### src/rtl/add_seq_pkg.sv
// Shared types and constants for the byte-serial adder.
package add_seq_pkg;

  localparam int unsigned SLICE_W = 8;

  typedef enum logic [1:0] {
    IDLE = 2'd0,
    CALC = 2'd1,
    DONE = 2'd2
  } state_t;

endpackage

### src/rtl/adder_8bit.sv
// Combinational slice adder: {cout, sum} = a + b + cin.
module adder_8bit
  import add_seq_pkg::*;
(
  input  logic [SLICE_W-1:0] a,
  input  logic [SLICE_W-1:0] b,
  input  logic               cin,
  output logic [SLICE_W-1:0] sum,
  output logic               cout
);

  // Full slice addition with carry-in and carry-out
  always_comb begin
    {cout, sum} = {1'b0, a} + {1'b0, b} + {{SLICE_W{1'b0}}, cin};
  end

endmodule

### src/rtl/serial_add_seq.sv
// Multi-cycle adder: one shared 8-bit adder walks the operands slice by slice,
// LSB slice first, with a valid/ready handshake on both request and result.
module serial_add_seq
  import add_seq_pkg::*;
#(
  parameter int unsigned DATA_W = 32
) (
  input  logic              clk_i,
  input  logic              rst_i,
  input  logic              valid_i,
  output logic              ready_o,
  input  logic [DATA_W-1:0] A_i,
  input  logic [DATA_W-1:0] B_i,
  input  logic              cin_i,
  output logic              valid_o,
  input  logic              ready_i,
  output logic [DATA_W-1:0] SUM_o,
  output logic              cout_o,
  output logic              ovf_o,
  output logic              busy_o
);

  localparam int unsigned NS    = DATA_W / SLICE_W;
  localparam int unsigned CNT_W = (NS > 1) ? $clog2(NS) : 1;
  localparam int unsigned MSB   = DATA_W - 1;

  state_t              state;
  logic [DATA_W-1:0]   a_q;
  logic [DATA_W-1:0]   b_q;
  logic                carry_q;
  logic [CNT_W-1:0]    k_q;
  logic [SLICE_W-1:0]  a_slice;
  logic [SLICE_W-1:0]  b_slice;
  logic [SLICE_W-1:0]  add_sum;
  logic                add_cout;
  logic                last_slice;

  // Select the operand slices addressed by the slice counter
  always_comb begin
    a_slice = '0;
    b_slice = '0;
    for (int unsigned i = 0; i < NS; i++) begin
      if (k_q == CNT_W'(i)) begin
        a_slice = a_q[i*SLICE_W +: SLICE_W];
        b_slice = b_q[i*SLICE_W +: SLICE_W];
      end
    end
  end

  assign last_slice = (k_q == CNT_W'(NS - 1));

  adder_8bit u_adder (
    .a    (a_slice),
    .b    (b_slice),
    .cin  (carry_q),
    .sum  (add_sum),
    .cout (add_cout)
  );

  // Sequencer: accept, iterate slices, then hold the result until consumed
  always_ff @(posedge clk_i or posedge rst_i) begin
    if (rst_i) begin
      state   <= IDLE;
      a_q     <= '0;
      b_q     <= '0;
      carry_q <= 1'b0;
      k_q     <= '0;
      SUM_o   <= '0;
      cout_o  <= 1'b0;
      ovf_o   <= 1'b0;
      valid_o <= 1'b0;
      busy_o  <= 1'b0;
      ready_o <= 1'b1;
    end else begin
      case (state)
        IDLE: begin
          if (valid_i) begin
            a_q     <= A_i;
            b_q     <= B_i;
            carry_q <= cin_i;
            k_q     <= '0;
            SUM_o   <= '0;
            ready_o <= 1'b0;
            busy_o  <= 1'b1;
            state   <= CALC;
          end
        end
        CALC: begin
          for (int unsigned i = 0; i < NS; i++) begin
            if (k_q == CNT_W'(i)) begin
              SUM_o[i*SLICE_W +: SLICE_W] <= add_sum;
            end
          end
          carry_q <= add_cout;
          k_q     <= k_q + CNT_W'(1);
          if (last_slice) begin
            // The final slice's adder MSB is the result MSB, so overflow can
            // be resolved on this same edge without waiting for SUM_o.
            cout_o  <= add_cout;
            ovf_o   <= (a_q[MSB] == b_q[MSB]) && (add_sum[SLICE_W-1] != a_q[MSB]);
            valid_o <= 1'b1;
            state   <= DONE;
          end
        end
        DONE: begin
          if (ready_i) begin
            valid_o <= 1'b0;
            busy_o  <= 1'b0;
            ready_o <= 1'b1;
            state   <= IDLE;
          end
        end
        default: begin
          valid_o <= 1'b0;
          busy_o  <= 1'b0;
          ready_o <= 1'b1;
          state   <= IDLE;
        end
      endcase
    end
  end

endmodule

### config.mk
export PLATFORM = sky130hd
export DESIGN_NAME = serial_add_seq
export DESIGN_NICKNAME = d
export VERILOG_FILES = /design/src/rtl/add_seq_pkg.sv /design/src/rtl/adder_8bit.sv /design/src/rtl/serial_add_seq.sv
export SDC_FILE = /design/constraint.sdc
export NUM_CORES = 1
export LEC_CHECK = 0
export CAP_MARGIN = 20
export CORE_ASPECT_RATIO = 0.75
export CORE_MARGIN = 8
export CORE_UTILIZATION = 41
export DETAILED_ROUTE_END_ITERATION = 8
export HOLD_SLACK_MARGIN = 0.1
export PLACE_DENSITY = 0.65
export SLEW_MARGIN = 15
export SYNTH_ARGS = -nofsm -noshare
export SYNTH_HDL_FRONTEND = slang
export SYNTH_SLANG_ARGS = --single-unit
### constraint.sdc
create_clock -name clk_i -period 3.8 [get_ports clk_i]
set_input_delay 0.38 -clock clk_i [delete_from_list [all_inputs] [get_ports clk_i]]
set_output_delay 0.38 -clock clk_i [all_outputs]
set_load 0.1 [all_outputs]
Yosys cells after proc, flatten, opt, wreduce, memory -nomap -nowiden

Index checks and enable logic that the tools add are counted.

Output and inout port bits: 37
Input port bits: 69
Register bits after elaboration: 106

Reduce and logical (&&, ||, !) cells: 14
Bitwise logic cells: 2
Muxes and demuxes: 30
Eq/ne operators: 13
$add $sub $neg: 3

Operators by type and width:

| cell                  | number |
|---|---|
| $mux W8               | 12 |
| $pmux W32 S2          | 1 |
| $mux W32              | 1 |
| $reduce_and A3 Y1     | 7 |
| $ne A2 B2 Y1 const B  | 6 |
| $add A8 B8 Y9         | 1 |
| $add A9 B1 Y9         | 1 |
| $pmux W1 S3           | 3 |
| $mux W2               | 4 |
| $eq A2 B2 Y1 const B  | 3 |
| $mux W1               | 6 |
| $pmux W2 S3           | 1 |
| $reduce_and A2 Y1     | 3 |
| $eq A2 B1 Y1 const B  | 2 |
| $logic_not A2 Y1      | 2 |
| $pmux W2 S2           | 1 |
| $add A2 B1 Y2 const B | 1 |
| $not A1 Y1            | 2 |
| $pmux W1 S2           | 1 |
| $reduce_bool A2 Y1    | 1 |
| $eq A1 B1 Y1          | 1 |
| $logic_and A1 B1 Y1   | 1 |
| $ne A1 B1 Y1          | 1 |

Depth between registers and ports, before layout

Depth in word-level cells: 9
Mapped depth: 18
Mapped depth without buffers: 15

By module

From an unflattened synthesis, not the netlist that was laid out.

Cell total of the unflattened synthesis: 383
Area total of the unflattened synthesis: 5,486.5 µm²

By module, submodules not included:

| module         | cells an instance | instances | area each (µm²) |
|---|---|---|---|
| serial_add_seq | 343               | 1         | 5,154.9 |
| adder_8bit     | 40                | 1         | 331.6 |

Least setup slack after synthesis

No wires, ideal clock.

Path kind: register to register
From: register k_q[0]
To: register SUM_o[14]
Library setup time: 0.125 ns
Arrival time: 3.216 ns
Data required time: 3.675 ns
Stages on the path, launching flop included: 18
Clock period less this slack: 3.341 ns
Slack: 0.459 ns
Cell sequence: dfrtp_1 -> inv_1 -> ha_1 -> clkbuf_1 -> buf_2 -> nand2_1 -> nor2_1 -> a21oi_1 -> o21ai_0 -> mux2i_1 -> fa_1 -> fa_1 -> nor2b_1 -> o21a_1 -> o21ai_0 -> nand4_1 -> o211ai_2 -> mux2_2

Cells in the longest elaborated chain, start to end: 9
Elaborated cells between the ends (all ways): 18
Classes of those cells: add/sub: 2; eq/ne: 4; mux: 10; reduce/logical: 2

RTL lines:

| item                          | line                 | source |
|---|---|---|
| start, declared               | serial_add_seq.sv:31 | `logic [CNT_W-1:0] k_q;` |
| start signal, assigned        | serial_add_seq.sv:95 | `k_q <= k_q + CNT_W'(1);` |
| $logic_not A2 Y1              | serial_add_seq.sv:43 | `if (k_q == CNT_W'(i)) begin` |
| $mux W8 (4 in series)         | serial_add_seq.sv:43 |  |
| $add A8 B8 Y9                 | adder_8bit.sv:14     | `{cout, sum} = {1'b0, a} + {1'b0, b} + {{SLICE_W{1'b0}}, cin};` |
| $add A9 B1 Y9                 | adder_8bit.sv:14     |  |
| $mux W8                       | serial_add_seq.sv:90 | `if (k_q == CNT_W'(i)) begin` |
| $pmux W32 S2                  | serial_add_seq.sv:75 | `case (state)` |
| end signal, assigned by index | serial_add_seq.sv:91 | `SUM_o[i*SLICE_W +: SLICE_W] <= add_sum;` |
| end, declared                 | serial_add_seq.sv:17 | `output logic [DATA_W-1:0] SUM_o,` |

Several ways; a longest one is shown, not always the timed one. The select of a mux whose other input is x is not followed.
A chain may end at the register's enable or synchronous reset.

Final worst setup path

From: register k_q[1]
To: register SUM_o[6]

Cells in the longest elaborated chain, start to end: 9
Elaborated cells between the ends (all ways): 18
Classes of those cells: add/sub: 2; eq/ne: 4; mux: 10; reduce/logical: 2

RTL lines:

| item                  | line |
|---|---|
| $logic_not A2 Y1      | serial_add_seq.sv:43, serial_add_seq.sv:90 |
| $mux W8 (4 in series) | serial_add_seq.sv:43 |
| $add A8 B8 Y9         | adder_8bit.sv:14 |
| $add A9 B1 Y9         | adder_8bit.sv:14 |
| $mux W8               | serial_add_seq.sv:90 |
| $pmux W32 S2          | serial_add_seq.sv:75 |

Several ways; a longest one is shown, not always the timed one. The select of a mux whose other input is x is not followed.

==> impl_metrics.json <==
{
  "rows": 35,
  "ys_warn_count": 0,
  "synth_area_leaders": "dfrtp_1 (51%), mux2_2 (17%), nand2_1 (6.0%)",
  "root_buffer": "clkbuf_16",
  "cts.clk_slew.worst_paths_ns": 0.07,
  "ys.flop_type": "dfrtp_1",
  "required_ns": 4.03,
  "grt_usage": 0.162,
  "period_minus_slack_ns": 3.53,
  "cp-end-kind": "flop",
  "max_slew_margin": 0.340,
  "fin_crit_sh": 0.930,
  "layout-drive-gt1-share": 0.196,
  "cts_buffers": 9,
  "finalSetupViolCount": 0,
  "first_global_vias": 3991,
  "cp-start-kind": "flop",
  "grt_max_degree": 64,
  "antenna_found_initial": 0,
  "area_growth_pct": 28.8,
  "htree_levels": 3,
  "pin_count": 106,
  "wl_per_cell_um": 17.5,
  "route.met3.wl_um": 719,
  "cts.sinks": 106,
  "cts_buffer_depth": 2,
  "grt_overflow_total": 0,
  "postSynthAreaPerCell_um2": 10.8,
  "drtAntennaViolNets": 0,
  "cts_tree": "built",
  "drc": 0,
  "finClkSkew_ns": 0.00761,
  "cap_viol_max_count": 0,
  "rsz0062_at_grt": "false",
  "initial_core_util": 0.419,
  "diodes": 0,
  "portBuffers": 105,
  "synth-edff-count": 0,
  "grt_pass1_wl_um": 21500,
  "worst-setup-path-type": "reg -> reg",
  "hold_path_class": "reg -> reg",
  "fp.dieW_um": 145,
  "yosysUniqueCellTypes": 45,
  "vias": 3822,
  "first_iter_violations": 209,
  "die-area_mm2": 0.0163,
  "worst_pin_slew_ns": 0.987,
  "firstDrtPassIters": 4,
  "synthesis.area_mm2": 0.00512,
  "clock_latency_ns": 0.34,
  "cts_hold_buf": 0,
  "fp.dieH_um": 113,
  "wirelength_um": 13000,
  "ctsResizeCount": 0,
  "drv_slew": 0,
  "core_area_mm2": 0.0122,
  "critPathArrivalTime_ns": 3.77,
  "hpwl_um": 9870,
  "cts_setup_buffers": 0,
  "mostFrequentLayoutCells": "dfrtp_1 (105), clkdlybuf4s50_1 (105), nand2_1 (82)",
  "wl_met1_um": 6390,
  "synth_top_area_cell": "dfrtp_1",
  "status": "complete, no violations",
  "wl_met2_um": 5800,
  "synth_cells": 473,
  "max_freq_mhz": 283,
  "nets": 654,
  "place.gp.congestion": 0.910,
  "finalHoldViolCount": 0,
  "tns_ns": 0,
  "ys_seq_area_frac": 0.519,
  "timing.critical_path.fanout_max": 32,
  "vias_per_cell": 5.14,
  "synth-seq-cells": 106,
  "synth_nets": 555,
  "synthArstFlopShare": 1.00,
  "top_layer_used": "met4",
  "synth.top_cell.area_share": 0.514
}
[metrics by stage]
stage | instances | worst slack, ns | utilization | area, um2 | hold WS (ns)
global placement | 727 | 0.466 | 0.514 | 6280 | 0.456
global route | 743 | 0.0764 | 0.539 | 6590 | 0.491
finish | 743 | 0.267 | 0.539 | 6590 | 0.471
detailed placement | 727 | 0.297 | 0.514 | 6280 | 0.460
floorplan | 473 | 0.459 | - | 5120 | 0.458
CTS | 743 | 0.271 | 0.539 | 6590 | 0.477
[per-layer routing]
layer  vias up  GRT usage
met2        94      0.250
met4         0     0.0363
met3         8     0.0470
li1       1811          -
met5         -          0
met1      1909      0.221
[registers in the layout, indices dropped and copies added (netlist names)]
name     flops
cout_o       1
a_q         32
state        2
busy_o       1
k_q          2
valid_o      1
b_q         32
SUM_o       32
carry_q      1
ovf_o        1
ready_o      1
[Yosys cell counts (4+ instances only)]
cell,count
a21o_1,6
a21oi_1,39
buf_2,4
buf_4,5
clkbuf_1,12
dfrtp_1,105
ha_1,11
inv_1,8
mux2_2,75
nand2_1,82
nor2_1,39
nor3_1,5
o21ai_0,26
o31ai_1,4
[final timing paths]
check | from | end | slack [ns] | cells after the start
min in group asynchronous | rst_i | b_q[6] | 0.54 | 2
worst max-delay path | k_q[1] | SUM_o[6] | 0.27 | 14
worst min register to register | SUM_o[9] | SUM_o[9] | 0.47 | 2
max in group asynchronous | rst_i | a_q[4] | 2.43 | 3
worst min-delay path | SUM_o[9] | SUM_o[9] | 0.47 | 2
worst max register to register | k_q[1] | SUM_o[6] | 0.27 | 14
[cells by family (layout without fill, tap and decap cells)]
family | Yosys count | in the layout | synth area share
and+or+nand+nor | 147 | 147 | 0.128
DFF | 106 | 106 | 0.519
AOI/OAI and AO/OA | 93 | 93 | 0.106
muxes | 79 | 79 | 0.173
buffers and inverters | 35 | 139 | 0.0386
adders and majority gates | 13 | 13 | 0.0347
[worst max-delay path, stage by stage, from the launching register on]
cell      delay [ns]
dfrtp_1         0.42
inv_1           0.09
ha_1            0.22
buf_4           0.33
a21oi_1         0.11
o21ai_0         0.18
mux2i_1         0.14
fa_1            0.43
fa_1            0.41
nor2b_1         0.17
o21a_1          0.15
o21ai_0         0.18
nand4_1         0.18
o211ai_2        0.12
mux2_2          0.30
[area by class of cell]
| type | instances | area (um2) |
|---|---|---|
| Clock buffer | 11 | 243 |
| Clock inverter | 5 | 62.6 |
| Fill cell | 1087 | 5630 |
| Inverter | 8 | 32.5 |
| Multi-Input combinational cell | 332 | 2260 |
| Sequential cell | 106 | 2650 |
| Tap cell | 166 | 208 |
| Timing Repair Buffer | 115 | 1130 |
Power is not shown: default switching activity piles up to over one toggle a cycle in this logic, so the estimate is an artifact.
